[config.mk]
export PLATFORM = sky130hd
export DESIGN_NAME = theta_stage
export DESIGN_NICKNAME = d
export VERILOG_FILES = /design/src/rtl/encoder_pkg.sv /design/src/rtl/lane_counter.sv /design/src/rtl/theta_stage.sv
export SDC_FILE = /design/constraint.sdc
export NUM_CORES = 2
export LEC_CHECK = 0
export BUFFER_PORTS_ARGS = -buffer_cell sky130_fd_sc_hd__buf_2
export CORE_MARGIN = 2
export CORE_UTILIZATION = 52
export DETAILED_ROUTE_END_ITERATION = 6
export PLACE_DENSITY = 0.73
export SYNTH_ARGS = -nofsm -noshare
export SYNTH_HDL_FRONTEND = slang
export SYNTH_SLANG_ARGS = --single-unit
export TNS_END_PERCENT = 10
[constraint.sdc]
create_clock -name clk -period 48 [get_ports clk]
set_clock_uncertainty 0.05 [all_clocks]
set_input_delay 7.2 -clock clk [delete_from_list [all_inputs] [get_ports clk]]
set_output_delay 7.2 -clock clk [all_outputs]
set_load 0.005 [all_outputs]
[src/rtl/encoder_pkg.sv]
// Shared definitions for the matrix encoder permutation stages.
package encoder_pkg;

  localparam int W      = 64;
  localparam int NLANES = 25;

  typedef enum logic [2:0] {
    ST_IDLE     = 3'd0,
    ST_PAR_ADDR = 3'd1,
    ST_PAR_ACC  = 3'd2,
    ST_DCALC    = 3'd3,
    ST_UPD_ADDR = 3'd4,
    ST_UPD_WR   = 3'd5,
    ST_DONE     = 3'd6
  } theta_state_e;

  // Flat lane index 5*y+x for the 5x5 lane array.
  function automatic logic [4:0] lane_idx(input logic [2:0] x, input logic [2:0] y);
    return ({2'b00, y} * 5'd5) + {2'b00, x};
  endfunction

  // Rotate left by one; the MSB wraps into bit 0.
  function automatic logic [W-1:0] rotl1(input logic [W-1:0] v);
    return {v[W-2:0], v[W-1]};
  endfunction

endpackage

[src/rtl/lane_counter.sv]
// Nested mod-5 lane counters (x fastest, then y) with end-of-array carry.
module lane_counter
  import encoder_pkg::*;
(
  input  logic       clk,
  input  logic       rst,
  input  logic       en,
  input  logic       clr,
  output logic [2:0] x,
  output logic [2:0] y,
  output logic       co
);

  logic [2:0] x_q, x_d;
  logic [2:0] y_q, y_d;

  // Next-count logic: clear wins, otherwise step x and ripple into y on wrap.
  always_comb begin
    x_d = x_q;
    y_d = y_q;
    if (clr) begin
      x_d = 3'd0;
      y_d = 3'd0;
    end else if (en) begin
      if (x_q == 3'd4) begin
        x_d = 3'd0;
        if (y_q == 3'd4) begin
          y_d = 3'd0;
        end else begin
          y_d = y_q + 3'd1;
        end
      end else begin
        x_d = x_q + 3'd1;
      end
    end else begin
      x_d = x_q;
      y_d = y_q;
    end
  end

  // Counter registers.
  always_ff @(posedge clk or posedge rst) begin
    if (rst) begin
      x_q <= 3'd0;
      y_q <= 3'd0;
    end else begin
      x_q <= x_d;
      y_q <= y_d;
    end
  end

  assign x  = x_q;
  assign y  = y_q;
  assign co = en & (x_q == 3'd4) & (y_q == 3'd4);

endmodule

[src/rtl/theta_stage.sv]
// Theta stage: accumulate column parities, derive D[x], rewrite every lane.
module theta_stage
  import encoder_pkg::*;
#(
  parameter int W = encoder_pkg::W
) (
  input  logic         clk,
  input  logic         rst,
  input  logic         start,
  output logic [4:0]   mem_rd_addr,
  input  logic [W-1:0] mem_rd_data,
  output logic         mem_wr_en,
  output logic [4:0]   mem_wr_addr,
  output logic [W-1:0] mem_wr_data,
  output logic         busy,
  output logic         done
);

  theta_state_e state_q, state_d;

  logic [W-1:0] c_q [5];
  logic [W-1:0] c_d [5];
  logic [W-1:0] d_q [5];
  logic [W-1:0] d_d [5];

  logic [2:0] x_s, y_s;
  logic       cnt_en_s, cnt_clr_s, co_s;

  // One counter pair serves both the parity and the update sweeps.
  assign cnt_en_s  = (state_q == ST_PAR_ACC) || (state_q == ST_UPD_WR);
  assign cnt_clr_s = (state_q == ST_IDLE);

  lane_counter u_lane_counter (
    .clk (clk),
    .rst (rst),
    .en  (cnt_en_s),
    .clr (cnt_clr_s),
    .x   (x_s),
    .y   (y_s),
    .co  (co_s)
  );

  // State register.
  always_ff @(posedge clk or posedge rst) begin
    if (rst) begin
      state_q <= ST_IDLE;
    end else begin
      state_q <= state_d;
    end
  end

  // Next-state logic; start is only looked at in IDLE.
  always_comb begin
    state_d = state_q;
    case (state_q)
      ST_IDLE:     state_d = start ? ST_PAR_ADDR : ST_IDLE;
      ST_PAR_ADDR: state_d = ST_PAR_ACC;
      ST_PAR_ACC:  state_d = co_s ? ST_DCALC : ST_PAR_ADDR;
      ST_DCALC:    state_d = ST_UPD_ADDR;
      ST_UPD_ADDR: state_d = ST_UPD_WR;
      ST_UPD_WR:   state_d = co_s ? ST_DONE : ST_UPD_ADDR;
      ST_DONE:     state_d = ST_IDLE;
      default:     state_d = ST_IDLE;
    endcase
  end

  // Parity and theta datapath next values.
  always_comb begin
    for (int i = 0; i < 5; i++) begin
      c_d[i] = c_q[i];
      d_d[i] = d_q[i];
    end
    if (state_q == ST_IDLE) begin
      for (int i = 0; i < 5; i++) begin
        c_d[i] = '0;
      end
    end else if (state_q == ST_PAR_ACC) begin
      c_d[x_s] = c_q[x_s] ^ mem_rd_data;
    end else if (state_q == ST_DCALC) begin
      for (int i = 0; i < 5; i++) begin
        d_d[i] = c_q[(i + 4) % 5] ^ rotl1(c_q[(i + 1) % 5]);
      end
    end else begin
      for (int i = 0; i < 5; i++) begin
        c_d[i] = c_q[i];
      end
    end
  end

  // Parity (C) and theta (D) registers.
  always_ff @(posedge clk or posedge rst) begin
    if (rst) begin
      for (int i = 0; i < 5; i++) begin
        c_q[i] <= '0;
        d_q[i] <= '0;
      end
    end else begin
      for (int i = 0; i < 5; i++) begin
        c_q[i] <= c_d[i];
        d_q[i] <= d_d[i];
      end
    end
  end

  // Output decode from state and counters; write data merges the read lane.
  always_comb begin
    mem_rd_addr = 5'd0;
    mem_wr_en   = 1'b0;
    mem_wr_addr = 5'd0;
    mem_wr_data = '0;
    busy        = (state_q != ST_IDLE);
    done        = 1'b0;
    case (state_q)
      ST_PAR_ADDR, ST_UPD_ADDR: mem_rd_addr = lane_idx(x_s, y_s);
      ST_UPD_WR: begin
        mem_wr_en   = 1'b1;
        mem_wr_addr = lane_idx(x_s, y_s);
        mem_wr_data = mem_rd_data ^ d_q[x_s];
      end
      ST_DONE:   done = 1'b1;
      default:   mem_rd_addr = 5'd0;
    endcase
  end

endmodule
==> metrics.md <==
| Metric | Value |
|---|---|
| Setup TNS Final | 0 ns |
| Synth unique cells | 64 |
| # Post-CTS Setup Buffers | 0 |
| P&R area growth vs syn | 9.214% |
| Reg2reg start | u_lane_counter.x[2]$_DFFE_PP0P_ |
| CP Max Fanout | 6 |
| Detailed Route WL | 99,870 µm |
| Hold Violations, Final | 0 |
| Routed wl met3 | 7804 µm |
| Crit path required time | 40.75 ns |
| Primary FF master, synth | dfrtp_1 |
| Crit path largest cell delay | between 0.3 and 0.4 ns |
| RSZ-0062 raised after global routing | no |
| Worst rel slew slack | 0.2119 |
| I/O pin cnt | ~140 |
| Sequential area share after synthesis | 0.4584 |
| Synth Instances | 3,154 |
| Total nets after synthesis | 3,234 |
| Vias in the first global route | 27,190 |
| Wire per inst | 24.45 µm |
| Starting Density | 0.5266 |
| Worst-Skew Late Latency | between 0.6 and 0.7 ns |
| DRT Pass-1 Iters | 7 |
| Fin crit share | 0.3179 |
| Hold WC Path Type | reg -> reg |
| Initial antenna violation count | 2 |
| Core footprint | a little under 70,000 µm² |
| DR vias/cell | 6.507 |
| NumNets Final | 3,238 |
| PwrDens | 55.69 nW/µm² |
| Total congestion overflow | 0 |
| Largest net degree at the start of global routing | 200 |
| Final estimated routing congestion in global placement | ~0.83 |
| CP Launch Type | input port |
| Antenna Nets Post-Route | 0 |
| HPWL after detailed placement | roughly 60,000 µm |
| CP Capture Type | output pin |
| Min Hold Slack | 0.4239 ns |
| Worst-path clk slew | 0.06 ns |
| Critical R2R Capture | c_q[219]$_DFFE_PP0P_ |
| Crit path from | mem_rd_data[24] |
| Routed length on met2 | between 40,000 and 50,000 µm |
| Slowest CP cell | or3_1 |
| EDFF count, synth | 0 |
| Non-filler cells, final | 4,084 |
| Share of cells above drive strength 1 | 0.1842 |
| Status | finished clean |
| Peak Freq | 65.54 MHz |
| Syn Std Cell Area | 35,430 µm² |
| Max-cap violations | 0 |
| R2R setup slack | 43.43 ns |
| Clock sink total | 649 |
| Ys Warns | 0 |
| Die height | 265.0 µm |
| Worst-path cell chain | buf_2, or3_1, nand2_1, buf_2 |
| TritonCTS Buffers | 69 |
| Post-synth ARST share | 1.000 |
| Most used cell, CP | buf_2 |
| CTS resizes | 0 |
| Top cells by count, synth | dfrtp_1, nand2_1, o21ai_0, xnor2_1, a22o_1 |
| Die area | about 70,000 µm² |
| Crit Path Class | in -> out |
| Maximum VDD drop | 0.05653 mV |
| 1st-iter DRT viols | 2,323 |
| Die X | 265.0 µm |
| First-pass GRT wire length | 157,400 µm |
| Pwr Total | 0.002155 W |
| Data arrival time of the worst path | 8.01 ns |
| Leakage power | 16.28 nW |
| Fillers | approximately 5,500 |
| Max layer used | met4 |
| Cells on worst reg2reg path | 6 |
| Via count | approximately 27,000 |
| Count leader, synth | dfrtp_1 |
| Critical Path End | mem_wr_data[24] |
| DRC viols | 0 |
| Period minus WS final | around 15 ns |
| GRT Overall Usage | 0.2844 |
| Area fraction of the dominant cell type after synthesis | 0.4584 |
| Final slew viol count | 0 |
| CTS max path bufs | 3 |
| Synth Area per Inst | 11.23 µm² |
| Leading area contributor after synthesis | dfrtp_1 |
| H-Tree Depth | 3 |
| Number of port buffers | 143 |
| WL met1 | 40,760 µm |
| Site Rows | 95 |
| Synth top area cells | dfrtp_1, xnor2_1, a22o_1 |
| CTS tree | done |
| Worst slew pin tran | about 1.2 ns |
| Setup violations, final | 0 |
| #FFs+latches synth | 649 |
| CTS root buf | clkbuf_16 |
| Placed instance count | 3,960 |
| Hold Buf Count CTS | 0 |
[metal layers]
layer  GRT usage  up-vias
met4      0.1070        0
met5           0        -
met1      0.3753    13540
met3     0.04703      210
met2      0.4737     1149
li1            -    11670
[registers in the layout, summed over array words and instances, names as in the netlist]
signal / count
c_q: 320
u_lane_counter.y: 3
u_lane_counter.x: 3
state_q: 3
d_q: 320
[power breakdown]
group | internal (W) | switching, W | leakage, nW
clock | 0.000317 | 0.000225 | 1.14
combinational | 0.000313 | 0.000465 | 6.18
sequential | 0.000681 | 0.000152 | 8.96
[area by class of cell]
cell class	count	area (µm²)	share of cell area
diodes	2	5.005	0.0001293
clock buffers	99	2033	0.05255
inverters	12	55.05	0.001423
well taps	873	1092	0.02823
clock inverters	23	249.0	0.006435
repair buffers	188	1079	0.02787
flip-flops and latches	649	16250	0.4200
multi-input cells	2238	17930	0.4633
[worst min path at each step]
| stage | start | to | slack, ns | cells past startpoint |
|---|---|---|---|---|
| after global routing | d_q[173]$_DFFE_PP0P_ | d_q[173]$_DFFE_PP0P_ | 0.45 | 2 |
| after floorplan | d_q[128]$_DFFE_PP0P_ | d_q[128]$_DFFE_PP0P_ | 0.39 | 2 |
| after detailed placement | d_q[250]$_DFFE_PP0P_ | d_q[250]$_DFFE_PP0P_ | 0.41 | 2 |
| after global placement | d_q[105]$_DFFE_PP0P_ | d_q[105]$_DFFE_PP0P_ | 0.41 | 2 |
| final | d_q[250]$_DFFE_PP0P_ | d_q[250]$_DFFE_PP0P_ | 0.42 | 2 |
| after CTS | d_q[159]$_DFFE_PP0P_ | d_q[159]$_DFFE_PP0P_ | 0.43 | 2 |
[cell families after synthesis]
logic type,count (synthesis),share of synthesized area
XOR/XNOR,360,0.08900
adder cells (fa/ha/maj),13,0.004803
AO/OA/AOI/OAI,951,0.2173
AND/OR/NAND/NOR,755,0.1182
multiplexers,159,0.07279
flip-flops,649,0.4584
buffers and inverters,267,0.03952
[through the flow]
step	utilization	setup slack, ns	cell area (µm²)
detailed placement	0.5411	32.74	36400
global route	0.5750	32.72	38690
floorplan	-	22.57	35430
CTS	0.5750	32.74	38690
finish	0.5751	32.74	38690
global placement	0.5411	32.74	36400
[worst max-delay path, delay by kind of cell]
kind,cells,cell delay (ns)
buffers and inverters,2,0.28
and+or+nand+nor,2,0.51
[placed cells by master, fill, tap and decap left out, types with 8 or more instances in the layout]
cell         n
dfrtp_1    646
nand2_1    355
o21ai_0    325
xnor2_1    322
a22o_1     321
buf_2      143
a22oi_1     97
mux2_2      72
and3_1      72
clkbuf_16   72
mux4_2      64
nor2_1      47
and3b_1     44
buf_4       43
xor2_1      38
a2111oi_4   34
a21oi_1     32
nand3_1     32
nor3_1      31
a32o_1      30
a211oi_2    30
a22oi_2     30
o21a_1      29
nor2b_1     28
or3_1       28
and4_1      27
nor4bb_1    26
mux2_4      19
and4bb_2    19
clkinv_2    15
clkbuf_1    14
clkbuf_8    13
ha_1        12
and4bb_1    11
inv_1        8
No activity file was read; power rests on OpenSTA's default activity.
